===== src/rtl/decimal_palindrome_seq.sv =====
// Sequential decimal-palindrome checker: serial double-dabble conversion of a
// WIDTH-bit value to DIGITS BCD digits, then a mirrored digit compare.
`timescale 1ns/1ps
module decimal_palindrome_seq #(
  parameter int WIDTH  = 16,
  parameter int DIGITS = 5
) (
  input  logic                         clk,
  input  logic                         rst_n,
  input  logic                         in_valid,
  output logic                         in_ready,
  input  logic [WIDTH-1:0]             n,
  input  logic                         strip_lz,
  output logic                         out_valid,
  input  logic                         out_ready,
  output logic                         palindrome,
  output logic                         overflow,
  output logic [$clog2(DIGITS+1)-1:0]  num_digits,
  output logic [4*DIGITS-1:0]          bcd
);

  localparam int ND_W  = $clog2(DIGITS + 1);
  localparam int CNT_W = $clog2(WIDTH + 1);

  typedef enum logic [1:0] {S_IDLE, S_CONVERT, S_COMPARE, S_DONE} state_e;

  state_e              state_q, state_d;
  logic [4*DIGITS-1:0] work_q;
  logic [WIDTH-1:0]    bin_q;
  logic [CNT_W-1:0]    cnt_q;
  logic                ovf_q;
  logic                strip_q;

  logic [4*DIGITS-1:0] adj_c;
  logic [4*DIGITS-1:0] bcd_shift;
  logic [WIDTH-1:0]    bin_shift;
  logic                shift_out;
  logic                pal_c;
  logic [ND_W-1:0]     nd_c;
  int                  hi_c, k_c, j_c;

  assign in_ready  = rst_n && (state_q == S_IDLE);
  assign out_valid = rst_n && (state_q == S_DONE);

  always_comb begin
    // NOTE: every combinational output gets a default first so no path leaves it unassigned (no latch).
    state_d = state_q;
    case (state_q)
      S_IDLE:    if (in_valid) state_d = S_CONVERT;
      S_CONVERT: if (cnt_q == CNT_W'(1)) state_d = S_COMPARE;
      S_COMPARE: state_d = S_DONE;
      S_DONE:    if (out_ready) state_d = S_IDLE;
      default:   state_d = S_IDLE;
    endcase
  end

  // Add-3 correction on every digit >= 5, then shift {bcd, bin} left; the bit
  // leaving the top digit marks a value that needs more than DIGITS digits.
  always_comb begin
    adj_c = work_q;
    for (int d = 0; d < DIGITS; d++) begin
      if (work_q[4*d +: 4] >= 4'd5) adj_c[4*d +: 4] = work_q[4*d +: 4] + 4'd3;
    end
    {shift_out, bcd_shift, bin_shift} = {adj_c, bin_q, 1'b0};
  end

  always_comb begin
    hi_c = 0;
    j_c  = 0;
    for (int d = 0; d < DIGITS; d++) begin
      if (work_q[4*d +: 4] != 4'd0) hi_c = d + 1;
    end
    if (hi_c == 0) hi_c = 1;
    nd_c  = ND_W'(hi_c);
    k_c   = strip_q ? hi_c : DIGITS;
    pal_c = !ovf_q;
    for (int i = 0; i < DIGITS / 2; i++) begin
      if (i < k_c / 2) begin
        j_c = k_c - 1 - i;
        if (work_q[4*i +: 4] != work_q[4*j_c +: 4]) pal_c = 1'b0;
      end
    end
  end

  always_ff @(posedge clk) begin
    // NOTE: the conversion registers are reset too, so a reset mid-request leaves no stale state behind.
    if (!rst_n) begin
      state_q    <= S_IDLE;
      work_q     <= '0;
      bin_q      <= '0;
      cnt_q      <= '0;
      ovf_q      <= 1'b0;
      strip_q    <= 1'b0;
      palindrome <= 1'b0;
      overflow   <= 1'b0;
      num_digits <= '0;
      bcd        <= '0;
    end else begin
      // NOTE: non-blocking assignments so every register samples pre-edge values.
      state_q <= state_d;
      case (state_q)
        S_IDLE: if (in_valid) begin
          bin_q   <= n;
          strip_q <= strip_lz;
          work_q  <= '0;
          ovf_q   <= 1'b0;
          cnt_q   <= CNT_W'(WIDTH);
        end
        S_CONVERT: begin
          work_q <= bcd_shift;
          bin_q  <= bin_shift;
          ovf_q  <= ovf_q | shift_out;
          cnt_q  <= cnt_q - 1'b1;
        end
        S_COMPARE: begin
          palindrome <= pal_c;
          overflow   <= ovf_q;
          num_digits <= nd_c;
          bcd        <= work_q;
        end
        default: ;
      endcase
    end
  end

endmodule


===== config.mk =====
export PLATFORM = sky130hd
export DESIGN_NAME = decimal_palindrome_seq
export DESIGN_NICKNAME = d
export VERILOG_FILES = /design/src/rtl/decimal_palindrome_seq.sv
export SDC_FILE = /design/constraint.sdc
export NUM_CORES = 1
export LEC_CHECK = 0
export CAP_MARGIN = 10
export CELL_PAD_IN_SITES_DETAIL_PLACEMENT = 0
export CELL_PAD_IN_SITES_GLOBAL_PLACEMENT = 2
export CORE_MARGIN = 2
export CORE_UTILIZATION = 25
export CTS_BUF_LIST = sky130_fd_sc_hd__clkbuf_4 sky130_fd_sc_hd__clkbuf_8
export CTS_CLUSTER_DIAMETER = 30
export DETAILED_ROUTE_END_ITERATION = 10
export PLACE_DENSITY_LB_ADDON = 0.1
export RECOVER_POWER = 100
export SLEW_MARGIN = 40
export SYNTH_ARGS = -nofsm -noshare
export SYNTH_HDL_FRONTEND = slang
export SYNTH_SLANG_ARGS = --single-unit

===== constraint.sdc =====
create_clock -name clk -period 4.7 [get_ports clk]
set_clock_uncertainty 0.05 [all_clocks]
set_input_delay 0.94 -clock clk [delete_from_list [all_inputs] [get_ports clk]]
set_output_delay 0.94 -clock clk [all_outputs]
set_load 0.1 [all_outputs]

[Yosys cells after proc, flatten, opt, wreduce, memory -nomap -nowiden]
Index checks and enable logic that the tools add are counted.
Word-level totals
  flip-flop bits (word level): 70
  input port bits: 21
  output and inout port bits: 27
  word-level logic and storage cells: 81
Operators by class
  add/sub/neg operators: 9
  magnitude comparators: 7
  eq/ne operators: 9
  shifts and indexed selects: 2
  mux-type cells: 28
  bitwise gates (word level): 2
  reduce and logical (&&, ||, !) cells: 14
Operators with widths (count)
  $mux W32: 6
  $shiftx A20 B32 Y4: 2
  $sub A30 B2 Y30 const B: 2
  $pmux W20 S2: 1
  $add A32 B1 Y32: 1
  $logic_not A32 Y1: 1
  $lt A1 B32 Y1 const A: 1
  $lt A2 B32 Y1 const A: 1
  $pmux W16 S2: 1
  $add A4 B2 Y4 const B: 5
  $ge A4 B3 Y1 const B: 5
  $mux W20: 1
  $mux W4: 5
  $reduce_bool A4 Y1: 5
  $mux W16: 1
  $pmux W5 S2: 1
  $ne A4 B4 Y1: 2
  $pmux W2 S4: 1
  $mux W1: 6
  $mux W2: 3
  $ne A2 B2 Y1 const B: 3
  $eq A5 B1 Y1 const B: 1
  $mux W5: 1
  $sub A5 B1 Y5 const B: 1
  other kinds (11): 14

[Longest topological paths before layout]
  word-level depth: 16
  mapped depth: 16
  depth with buffers taken out: 15

[Worst setup path after synthesis]
No wires, ideal clock.
  path kind: register to register
  from: register work_q[12]
  to: register palindrome
  library setup time: 0.096 ns
  data arrival time: 3.311 ns
  data required time: 4.554 ns
  path slack: 1.243 ns
  cell stages (with the launch flop): 14
  buffers on the path: 0
  clock period less this slack: 3.457 ns
  cells stage by stage: dfxtp_1 > inv_1 > ha_1 > or3b_4 > a211oi_2 > inv_1 > ha_1 > ha_1 > and3b_1 > a222oi_1 > a21oi_1 > a21oi_1 > mux2_2 > o41ai_2
Between the ends
  word-level cells in the longest chain between the ends: 13
  elaborated cells on any way between the ends: 20
  those cells by class: 3 x add/sub; 2 x order compare; 2 x eq/ne; 2 x shift; 8 x mux; 1 x bitwise; 2 x reduce/logical
RTL lines
  start, declared: RTL line 28  | logic [4*DIGITS-1:0] work_q;
  start signal, assigned: RTL line 110  | work_q <= bcd_shift;
  branches (longest 12 deep; another with $sub A30 B2 Y30)
  $mux W1 *: RTL line 78  | if (i < k_c / 2) begin
  end signal, assigned: RTL line 116  | palindrome <= pal_c;
  end, declared: RTL line 16  | output logic palindrome,
Every way passes the cells marked *.
A chain may end at the register's enable or synchronous reset.

[Final worst setup path]
  from: register work_q[4]
  to: register palindrome
Between the ends
  word-level cells in the longest chain between the ends: 15
  elaborated cells on any way between the ends: 22
  those cells by class: 3 x add/sub; 2 x order compare; 2 x eq/ne; 2 x shift; 10 x mux; 1 x bitwise; 2 x reduce/logical
RTL lines (RTL line)
  branches (longest 14 deep; another with $sub A30 B2 Y30)
  $mux W1 *: 78
Marked as above.

==> results.json <==
{
  "run_status": "finished, violations left",
  "violations": "max-capacitance violations, max-slew violations",
  "arrival_ns": 4.27,
  "num_io_pins": 48,
  "rows": 48,
  "cts_tree": "done",
  "slowest_delay_ns": 0.62,
  "synthMostInstantiatedCell": "dfxtp_1",
  "overflow": 0,
  "diodes": 0,
  "seqPwrFrac": 0.341,
  "postSynthCellCount": 506,
  "r2r_cells": 13,
  "crit_chain": "inv_1 -> ha_1 -> nor3b_4 -> a211oi_2 -> inv_1 -> ha_1 -> inv_1 -> nor3_1 -> a222oi_1 -> a21oi_1 -> a21oi_1 -> mux2_2 -> o41ai_2",
  "end_kind": "flop",
  "clk_path_buf_depth": 2,
  "fill_cells": 1903,
  "clock-sinks": 70,
  "drt_iter0_markers": 336,
  "synth_largest_area_cell": "dfxtp_1",
  "max-cap-violations": 3,
  "area_growth_syn_to_layout_pct": 15.2,
  "yosys-top-cells-count": "dfxtp_1, mux2i_1, nand2_1",
  "grt_max_degree": 50,
  "pwr-share-clk": 0.272,
  "ctsResizeCount": 0,
  "layout-drive-gt1-share": 0.0690,
  "syn-num-nets": 550,
  "critPathSlowestCell": "dfxtp_1",
  "cts-root-buf": "clkbuf_8",
  "syn_avg_cell_area_sq_um": 8.74,
  "intPower_mw": 1.34,
  "first_pass_iters": 4,
  "finalNetCount": 575,
  "yosysWarnings": 0,
  "ant_nets": 0,
  "crit_cells": 13,
  "relSlewSlack": -0.989,
  "worst-path-buf-inv": 3,
  "cts_buffers": 9,
  "portBuffers": 47,
  "hold_class": "reg -> reg",
  "r2r_slack_ns": 0.66,
  "tightest_slew_ns": 2.95,
  "drc": 0,
  "htree_levels": 3,
  "die_w_um": 137,
  "rsz0062_at_grt": "no",
  "crit_fanout": 12,
  "cts_hold_buf": 0,
  "finalPower_mw": 2.24,
  "die_y_um": 137,
  "initial_utilization": 0.256,
  "seq_area_frac_synth": 0.317,
  "synthArstFlopShare": 0,
  "synth_ff_type": "dfxtp_1",
  "via_per_inst": 5.00,
  "fmax_ghz": 0.248,
  "postCtsSetupRepairBufs": 0,
  "critical_path_class": "reg -> reg",
  "routedWlPerCell_um": 18.0,
  "die_area_sq_um": 18800,
  "powerDensity_nw_per_um2": 439,
  "gp_congestion": 0.886,
  "core_sq_um": 17300,
  "r2r-start": "work_q[4]",
  "combPwrFrac": 0.387,
  "vdd_drop_max_v": 0.000275,
  "worstPathRequired_ns": 4.93,
  "worstSetupStartpoint": "work_q[4]",
  "finalMaxSlewViolations": 102,
  "final_hold_viol_count": 0,
  "vias": 3804,
  "p_sw_frac": 0.402,
  "syn_area_sq_um": 4420,
  "leakage_nw": 1.83,
  "grt_use_total": 0.154,
  "hpwlAfterDp_mm": 9.53,
  "timing.setup.tns_ns": 0,
  "period_needed_ns": 4.04,
  "ys_ff_latch": 70,
  "grt_pass1_wl_mm": 21.5,
  "synth_area_leaders": "dfxtp_1, mux2i_1, ha_1, nor2b_1, o211a_1",
  "yosysUniqueCellTypes": 69,
  "antenna_found_initial": 0,
  "setup_violations": 0,
  "finalCritPeriodShare": 0.859,
  "synth_edf_count": 0,
  "r2r_end": "palindrome",
  "p_sw_mw": 0.899,
  "cp_top_family": "compound AO/OA/AOI/OAI gates",
  "clkTransAtPathRegs_ns": 0.09,
  "netlist.area_leader.share": 0.317,
  "first_global_vias": 3661,
  "cp-start-kind": "flop",
  "crit_top_cell": "inv_1",
  "endpoint": "palindrome",
  "clk_latency_ns": 0.37,
  "routed_wl_mm": 13.7
}
-- worst min path at each step --
stage               slack [ns]          start  depth (start not counted)            end
floorplan                 0.40        strip_q                          2        strip_q
global placement          0.41  num_digits[2]                          1  num_digits[2]
detailed placement        0.43  num_digits[2]                          1  num_digits[2]
CTS                       0.45  num_digits[1]                          2  num_digits[1]
global route              0.47  num_digits[2]                          1  num_digits[2]
finish                    0.45  num_digits[1]                          2  num_digits[1]
-- kinds of logic after synthesis --
kind of cell,count (synthesis),synth area share
DFF,70,0.317
xor gates and xnor gates,9,0.0178
adders and majority gates,23,0.0651
muxes,42,0.0954
buffers and inverters,65,0.0654
AOI/OAI and AO/OA,131,0.224
and+or+nand+nor,166,0.215
-- cells in the final DEF, fill, tap and decap left out, types with 3 or more instances in the layout --
| master | instances |
|---|---|
| a211oi_1 | 3 |
| buf_4 | 6 |
| o211ai_1 | 5 |
| nand3b_1 | 4 |
| and2_0 | 4 |
| a21boi_0 | 7 |
| and2_1 | 5 |
| o21ai_0 | 27 |
| clkbuf_8 | 12 |
| dfxtp_1 | 70 |
| nor3_1 | 20 |
| nand3_1 | 10 |
| a22oi_1 | 16 |
| clkbuf_1 | 31 |
| xnor2_1 | 8 |
| o211a_1 | 18 |
| a21oi_1 | 18 |
| nand2_1 | 38 |
| nor2b_1 | 37 |
| ha_1 | 23 |
| nand4_1 | 4 |
| o22ai_1 | 3 |
| clkdlybuf4s50_1 | 18 |
| nand2b_1 | 8 |
| nor2_1 | 13 |
| mux2i_1 | 41 |
| nor3b_1 | 5 |
| inv_1 | 23 |
| a31oi_1 | 5 |
-- routing by layer --
layer | GRT usage | wire length, um | vias up
met5 | 0 | 0 | -
met4 | 0.0475 | 263 | 0
met3 | 0.0452 | 787 | 19
met2 | 0.241 | 6240 | 93
met1 | 0.202 | 6440 | 1807
li1 | - | - | 1885
-- worst min-delay path, cell delays in order (launching register included) --
cell,delay [ns]
dfxtp_1,0.32
nand2b_1,0.06
a21boi_0,0.07
-- power by group through the flow --
stage | registers, mW | logic, mW | clock network [mW]
6_report | 0.762 | 0.865 | 0.608
3_3_place_gp | 0.777 | 0.899 | 0
3_5_place_dp | 0.777 | 0.895 | 0
2_1_floorplan | 0.831 | 0.597 | 0
5_1_grt | 0.778 | 0.950 | 0.667
4_1_cts | 0.764 | 0.899 | 0.645
-- final cells by class --
type	count	area, sq um	area share
repair buffers	56	352	0.0690
multi-input cells	371	2730	0.536
inverters	23	86.3	0.0169
well taps	225	282	0.0553
flip-flops and latches	70	1400	0.275
clock buffers	12	165	0.0324
clock inverters	4	76.3	0.0150
-- registers in the layout (all words and copies together) (netlist names) --
name,cells
bcd,20
num_digits,3
strip_q,1
overflow,1
cnt_q,5
bin_q,16
ovf_q,1
state_q,2
work_q,20
palindrome,1
-- metrics by stage --
step | instance area [sq um] | setup slack [ns] | hold WS, ns | util | std cells
after floorplan | 4420 | 1.24 | 0.402 | - | 506
after detailed placement | 4920 | 0.691 | 0.429 | 0.284 | 745
after global routing | 5090 | 0.252 | 0.467 | 0.295 | 761
final | 5090 | 0.662 | 0.446 | 0.295 | 761
after CTS | 5160 | 0.645 | 0.448 | 0.298 | 761
after global placement | 5030 | 0.701 | 0.414 | 0.291 | 745
(Power assumes the default switching activity.)
